--- config.mk ---
export PLATFORM = sky130hd
export DESIGN_NAME = alu_seq
export DESIGN_NICKNAME = d
export VERILOG_FILES = /design/src/rtl/alu_pkg.sv /design/src/rtl/alu_seq_mul.sv /design/src/rtl/alu_seq.sv
export SDC_FILE = /design/constraint.sdc
export NUM_CORES = 1
export LEC_CHECK = 0
export CORE_ASPECT_RATIO = 1.5
export CORE_MARGIN = 4
export CORE_UTILIZATION = 57
export CTS_BUF_LIST = sky130_fd_sc_hd__clkbuf_16
export DETAILED_ROUTE_END_ITERATION = 6
export GPL_TIMING_DRIVEN = 1
export HOLD_SLACK_MARGIN = 0.08
export PLACE_DENSITY_LB_ADDON = 0.1
export SLEW_MARGIN = 25
export SYNTH_ARGS = -nofsm -noshare
export SYNTH_HDL_FRONTEND = slang
export SYNTH_SLANG_ARGS = --single-unit
--- constraint.sdc ---
create_clock -name clk -period 3.4 [get_ports clk]
set_input_delay 0.51 -clock clk [delete_from_list [all_inputs] [get_ports clk]]
set_output_delay 0.51 -clock clk [all_outputs]
set_load 0.01 [all_outputs]
--- src/rtl/alu_pkg.sv ---
// Shared definitions for the sequenced ALU: opcodes, condition-code bit
// positions and controller states.
package alu_pkg;

  localparam logic [3:0] OP_ADD = 4'd0;
  localparam logic [3:0] OP_SUB = 4'd1;
  localparam logic [3:0] OP_LSL = 4'd2;
  localparam logic [3:0] OP_ASH = 4'd3;
  localparam logic [3:0] OP_LSH = 4'd4;
  localparam logic [3:0] OP_ROL = 4'd5;
  localparam logic [3:0] OP_ROR = 4'd6;
  localparam logic [3:0] OP_MUL = 4'd7;
  localparam logic [3:0] OP_AND = 4'd8;
  localparam logic [3:0] OP_OR  = 4'd9;
  localparam logic [3:0] OP_NOT = 4'd10;
  localparam logic [3:0] OP_XOR = 4'd11;

  localparam int CC_N = 3;
  localparam int CC_Z = 2;
  localparam int CC_V = 1;
  localparam int CC_C = 0;

  typedef enum logic [1:0] {
    ST_IDLE = 2'd0,
    ST_BUSY = 2'd1,
    ST_HOLD = 2'd2
  } state_t;

  function automatic logic [3:0] pack_cc(input logic n, input logic z,
                                         input logic v, input logic c);
    logic [3:0] f;
    f       = '0;
    f[CC_N] = n;
    f[CC_Z] = z;
    f[CC_V] = v;
    f[CC_C] = c;
    return f;
  endfunction

endpackage

--- src/rtl/alu_seq_mul.sv ---
// Iterative signed multiplier: unsigned shift-add on operand magnitudes,
// one multiplier bit per cycle, sign applied to the finished product.
module alu_seq_mul
  import alu_pkg::*;
#(
  parameter int WIDTH = 16
) (
  input  logic                 clk,
  input  logic                 rst_n,
  input  logic                 start,
  input  logic [WIDTH-1:0]     a,
  input  logic [WIDTH-1:0]     b,
  output logic                 done,
  output logic [2*WIDTH-1:0]   product
);

  localparam int PW = 2 * WIDTH;
  localparam int CW = $clog2(WIDTH);

  logic [PW-1:0]    a_ext;
  logic [PW-1:0]    a_mag;
  logic [WIDTH-1:0] b_mag;
  logic [PW-1:0]    acc;
  logic [PW-1:0]    mcand;
  logic [WIDTH-1:0] mplier;
  logic [CW-1:0]    cnt;
  logic             running;
  logic             neg;

  // Negating in double width keeps the most-negative operand exact.
  always_comb begin
    a_ext = {{WIDTH{a[WIDTH-1]}}, a};
    a_mag = a[WIDTH-1] ? (PW'(0) - a_ext) : a_ext;
    b_mag = b[WIDTH-1] ? (WIDTH'(0) - b) : b;
  end

  // Bit 0 of the multiplier is folded in on the start cycle, so the
  // remaining WIDTH-1 bits finish as the counter runs down to zero.
  always_ff @(posedge clk or negedge rst_n) begin
    if (!rst_n) begin
      acc     <= '0;
      mcand   <= '0;
      mplier  <= '0;
      cnt     <= '0;
      running <= 1'b0;
      neg     <= 1'b0;
      done    <= 1'b0;
    end else begin
      done <= 1'b0;
      if (start) begin
        acc     <= b_mag[0] ? a_mag : '0;
        mcand   <= a_mag << 1;
        mplier  <= b_mag >> 1;
        cnt     <= CW'(WIDTH - 1);
        neg     <= a[WIDTH-1] ^ b[WIDTH-1];
        running <= 1'b1;
      end else if (running) begin
        if (mplier[0]) begin
          acc <= acc + mcand;
        end
        mcand  <= mcand << 1;
        mplier <= mplier >> 1;
        cnt    <= cnt - CW'(1);
        if (cnt == CW'(1)) begin
          running <= 1'b0;
          done    <= 1'b1;
        end
      end
    end
  end

  assign product = neg ? (PW'(0) - acc) : acc;

endmodule

--- src/rtl/alu_seq.sv ---
// Clocked ALU with valid/ready handshakes, registered result/flags and an
// iterative multiplier; single-cycle ops give one result per cycle.
//
//   state   | meaning
//   IDLE    | no result pending, ready for a request
//   BUSY    | multiply iterating, requests refused
//   HOLD    | result presented until the consumer takes it
module alu_seq
  import alu_pkg::*;
#(
  parameter int WIDTH = 16
) (
  input  logic             clk,
  input  logic             rst_n,
  input  logic             in_valid,
  output logic             in_ready,
  input  logic [3:0]       op,
  input  logic             op_dir,
  input  logic [WIDTH-1:0] val_a,
  input  logic [WIDTH-1:0] val_b,
  output logic             out_valid,
  input  logic             out_ready,
  output logic [WIDTH-1:0] result,
  output logic [3:0]       cc
);

  localparam int SHW = $clog2(WIDTH);

  state_t             state;
  logic               accept;
  logic               start_mul;
  logic               mul_done;
  logic [2*WIDTH-1:0] mul_p;
  logic               mul_v;

  logic [SHW-1:0]     sh;
  logic [SHW-1:0]     sh_neg;
  logic [WIDTH:0]     add_x;
  logic [WIDTH:0]     sub_x;
  logic [WIDTH:0]     lsh_x;
  logic [WIDTH:0]     rsh_x;
  logic [WIDTH:0]     ash_x;
  logic [WIDTH-1:0]   sgn_x;
  logic [WIDTH-1:0]   rol_r;
  logic [WIDTH-1:0]   ror_r;
  logic               shl_v;
  logic [WIDTH-1:0]   alu_res;
  logic               alu_v;
  logic               alu_c;
  logic [3:0]         alu_cc;

  assign in_ready  = rst_n && ((state == ST_IDLE) || (state == ST_HOLD && out_ready));
  assign out_valid = (state == ST_HOLD);
  assign accept    = in_valid && in_ready;
  assign start_mul = accept && (op == OP_MUL);

  alu_seq_mul #(.WIDTH(WIDTH)) u_mul (
    .clk     (clk),
    .rst_n   (rst_n),
    .start   (start_mul),
    .a       (val_a),
    .b       (val_b),
    .done    (mul_done),
    .product (mul_p)
  );

  assign mul_v = (mul_p[2*WIDTH-1:WIDTH-1] != {(WIDTH+1){mul_p[WIDTH-1]}});

  always_comb begin
    sh     = val_b[SHW-1:0];
    sh_neg = SHW'(0) - sh;
    add_x  = {1'b0, val_a} + {1'b0, val_b};
    sub_x  = {1'b0, val_a} - {1'b0, val_b};
    // Extra bit beyond the word catches the last bit shifted out.
    lsh_x  = {1'b0, val_a} << sh;
    rsh_x  = {val_a, 1'b0} >> sh;
    ash_x  = $signed({val_a, 1'b0}) >>> sh;
    // Top sh+1 bits of A must all match the sign for a clean left shift.
    sgn_x  = $signed(val_a) >>> (SHW'(WIDTH - 1) - sh);
    shl_v  = !((&sgn_x) || (~|sgn_x));
    rol_r  = (val_a << sh) | (val_a >> sh_neg);
    ror_r  = (val_a >> sh) | (val_a << sh_neg);

    alu_res = '0;
    alu_v   = 1'b0;
    alu_c   = 1'b0;
    case (op)
      OP_ADD: begin
        alu_res = add_x[WIDTH-1:0];
        alu_c   = add_x[WIDTH];
        alu_v   = (val_a[WIDTH-1] == val_b[WIDTH-1]) && (add_x[WIDTH-1] != val_a[WIDTH-1]);
      end
      OP_SUB: begin
        alu_res = sub_x[WIDTH-1:0];
        alu_c   = sub_x[WIDTH];
        alu_v   = (val_a[WIDTH-1] != val_b[WIDTH-1]) && (sub_x[WIDTH-1] != val_a[WIDTH-1]);
      end
      OP_LSL: begin
        alu_res = lsh_x[WIDTH-1:0];
        alu_c   = lsh_x[WIDTH];
        alu_v   = shl_v;
      end
      OP_ASH: begin
        if (op_dir) begin
          alu_res = lsh_x[WIDTH-1:0];
          alu_c   = lsh_x[WIDTH];
          alu_v   = shl_v;
        end else begin
          alu_res = ash_x[WIDTH:1];
          alu_c   = ash_x[0];
        end
      end
      OP_LSH: begin
        if (op_dir) begin
          alu_res = lsh_x[WIDTH-1:0];
          alu_c   = lsh_x[WIDTH];
          alu_v   = shl_v;
        end else begin
          alu_res = rsh_x[WIDTH:1];
          alu_c   = rsh_x[0];
        end
      end
      OP_ROL: begin
        alu_res = rol_r;
        alu_c   = (sh != '0) && rol_r[0];
      end
      OP_ROR: begin
        alu_res = ror_r;
        alu_c   = (sh != '0) && ror_r[WIDTH-1];
      end
      OP_AND:  alu_res = val_a & val_b;
      OP_OR:   alu_res = val_a | val_b;
      OP_NOT:  alu_res = ~val_a;
      OP_XOR:  alu_res = val_a ^ val_b;
      default: alu_res = '0;
    endcase
    alu_cc = pack_cc(alu_res[WIDTH-1], alu_res == '0, alu_v, alu_c);
  end

  always_ff @(posedge clk or negedge rst_n) begin
    if (!rst_n) begin
      state  <= ST_IDLE;
      result <= '0;
      cc     <= '0;
    end else if (accept) begin
      if (op == OP_MUL) begin
        state <= ST_BUSY;
      end else begin
        result <= alu_res;
        cc     <= alu_cc;
        state  <= ST_HOLD;
      end
    end else begin
      case (state)
        ST_BUSY: begin
          if (mul_done) begin
            result <= mul_p[WIDTH-1:0];
            cc     <= pack_cc(mul_p[WIDTH-1], mul_p[WIDTH-1:0] == '0, mul_v, mul_v);
            state  <= ST_HOLD;
          end
        end
        ST_HOLD: begin
          if (out_ready) begin
            state <= ST_IDLE;
          end
        end
        default: state <= ST_IDLE;
      endcase
    end
  end

endmodule

==> impl_results.md <==
* Commonest non-fill, non-tap cell in the layout: buf_4
* CTS tree: done
* Initial antenna violation count at 3
* Clk buf depth at 2
* Worst reg2reg endpoint: cc[0]
* Full die area at 0.0278 mm^2
* Tcrit/Tclk final at 112%
* Sum of negative setup slack at -1070 ps
* Pleak at 8.61 nW
* DR WL/cell at 26.9 um
* Netlist Area Pre-Place at 0.0143 mm^2
* Highest Clock Rate at 263 MHz
* DP HPWL at 53400 um
* Starting DRT DRC Count at 1768
* Yosys top cell area share at 18.5%
* Chip height at 202 um
* Failing checks: design-rule violations, negative setup slack
* Worst setup path class: reg -> reg
* Clock Latency Late Sink at 370 ps
* First-pass GRT wire length at 105000 um
* CP endpoint kind: flip-flop
* Post-Synthesis Cells at 1836
* Global route overflow at 0
* Setup violators final at 3
* Routed WL at 69200 um
* Number of global-route vias before repair at 18.0k
* GRT Overall Usage at 49.8%
* Rows at 70
* CP Max Fanout at 3
* Crit start category: flip-flop
* Hold_ws at 125 ps
* CP arrival at 4060 ps
* Reg-to-reg slack, setup at -410 ps
* Primary FF master, synth: dfrtp_1
* Final-report max-slew violation count at 0
* Setup Skew at 11.6 ps
* Cells on worst reg2reg path at 10
* Pre-antenna DRT Iters at 6
* Die width at 137 um
* Sequential fraction of the synthesis area at 18.5%
* Reg2Reg Launch Point: u_mul.acc[17]
* Synthesized netlist net count at 1967
* H-Tree Level Count at 3
* Synth Register Bits at 106
* Via count at 18.0k
* Post-synthesis async set-or-reset flop share at 100%
* Pwr Total at 0.00945 W
* Status: finished, violations left
* CTS Buf Count at 9
* Relative slew margins at 32.5%
* Largest net degree at the start of global routing at 89
* Top cells by area, synth: dfrtp_1, mux4_2, ha_1, mux2i_1, nand2_1
* Mapped Avg Cell Area at 7.81 um^2
* Area leader, netlist: dfrtp_1
* GPL Wtd Cong at 1.19
* Ys Warns at 0
* Unrepaired setup endpoints after global routing: true
* PwrDens at 492 mW/mm^2
* # hold bufs at CTS at 0
* Starting density of the core at 58.2%
* Sink Count at 106
* Final Net Count at 2368
* DRC Markers at 5
* Final Hold Violating Endpoints at 0
* I/O pins at 63
* WP data required at 3660 ps
* Clk Tree Root Cell: clkbuf_16
* Layout cells sized above 1 at 29.6%
* I/O Buffers at 62
* Fin util at 78.0%
* Post-synth EDFFs at 0
* Syn-to-layout area delta at 33.9%
* Final min period at 3810 ps
* Pin slew with the least headroom to its limit at 1010 ps
* DP Worst Slack at -1020 ps
* Setup ws final at -406 ps
* Synth cell types at 82
* Max-cap violations at 0
* Antenna-violating nets left at 0
* Worst Hold Class: in -> async
* Most frequent cells in the layout: buf_4, nand2_1, o21ai_0
* CTS clk-pin slew, worst paths at 90 ps
* Vias per cell at 7.00
* Core Area at 0.0246 mm^2
* Peak supply drop at 683 uV
==> worst max-delay path by stage <==
stage                     slack, ps  depth (start not counted)    end     startpoint
after floorplan                -280                         17  cc[2]       val_b[0]
after global placement         -850                         16  cc[2]       val_a[0]
after detailed placement      -1020                         13  cc[2]       val_b[3]
after CTS                      -260                         10  cc[0]  u_mul.acc[17]
after global routing           -440                         10  cc[0]  u_mul.acc[17]
final                          -410                         10  cc[0]  u_mul.acc[17]
==> synth_stat cells, types with 7 or more instances <==
cell and count:
nand4b_1 7, or4_1 9, o221ai_1 7, or2_2 9
o21bai_1 12, o22ai_1 18, xnor2_1 53, mux2_2 24
dfrtp_1 106, o21a_1 11, clkbuf_1 110, a21o_1 25
o41ai_1 7, or3_1 13, mux4_2 49, a21oi_1 128
and2_1 8, buf_1 14, nand4_1 22, nor2_1 135
ha_1 87, buf_2 22, nand3_1 52, o21ai_0 148
nand2b_1 18, a221o_1 7, a32oi_1 10, o31ai_1 27
o32ai_1 7, a221oi_1 13, a211oi_1 24, xor2_1 26
inv_1 74, nand2_1 209, nor2b_1 16, a31oi_1 19
nor4_1 20, nor3_1 34, nor3b_1 7, mux2i_1 105
and3_1 10, o211ai_1 22
==> per-layer routing <==
layer / global-route usage (%) / share of wire (%) / vias to the layer above
li1: - / - / 7630
met1: 49.4 / 31 / 8385
met2: 79.6 / 46 / 1374
met3: 13.6 / 9.1 / 589
met4: 51.5 / 14 / 0
met5: 0 / 0 / -
==> flip-flops by register name, indices dropped and copies added (netlist names) <==
| name | count |
|---|---|
| u_mul.cnt | 4 |
| u_mul.mplier | 15 |
| u_mul.done | 1 |
| u_mul.acc | 32 |
| u_mul.neg | 1 |
| u_mul.running | 1 |
| cc | 3 |
| u_mul.mcand | 31 |
| result | 16 |
| state | 2 |
==> critical path, cell delays in order (launching register included) <==
cell and delay (ps):
dfrtp_1 400, or4_4 600, or3_4 380, or4_4 500
or4_4 470, o21ai_0 310, a32oi_2 110, nor2_1 210
and3_1 170, and3b_2 270, a211o_1 280
==> power by group <==
part | internal (W) | switching, W | leakage (nW)
Combinational | 0.00273 | 0.00339 | 7.08
Clock | 0.000526 | 0.000555 | 0.150
Sequential | 0.00175 | 0.000501 | 1.38
Total | 0.00501 | 0.00444 | 8.61
==> timing repair <==
item	in CTS	in global routing
resized for setup	33	46
buffers inserted	3	6
pin swaps	12	15
endpoints found under the setup margin	10	19
==> through the flow <==
step / cell area, um^2 / std cells
2_1_floorplan: 14500 / 1836
3_3_place_gp: 18500 / 2541
3_5_place_dp: 18500 / 2541
4_1_cts: 18900 / 2560
5_1_grt: 19200 / 2566
6_report: 19200 / 2568
==> cell type report <==
type                            instances  area, um^2
Multi-Input combinational cell       1502       11200
Fill cell                            1767        5410
Timing Repair Buffer                  537        4320
Sequential cell                       106        2660
Tap cell                              324         405
Inverter                               81         322
Clock buffer                            9         225
Clock inverter                          7        81.3
Antenna cell                            2        5.00
==> kinds of logic (layout without fill, tap and decap cells) <==
group           Yosys count  in the layout  share of synthesized area [%]
fa+ha+maj                90             90                           8.01
buf+inv                 228            634                           6.19
xor+xnor                 79             79                           4.83
flops                   106            106                           18.5
other cells               0              2                              0
mux                     179            179                           17.0
simple gates            601            601                           20.5
compound gates          553            553                           25.0
Power figures use the tool's default switching activity.
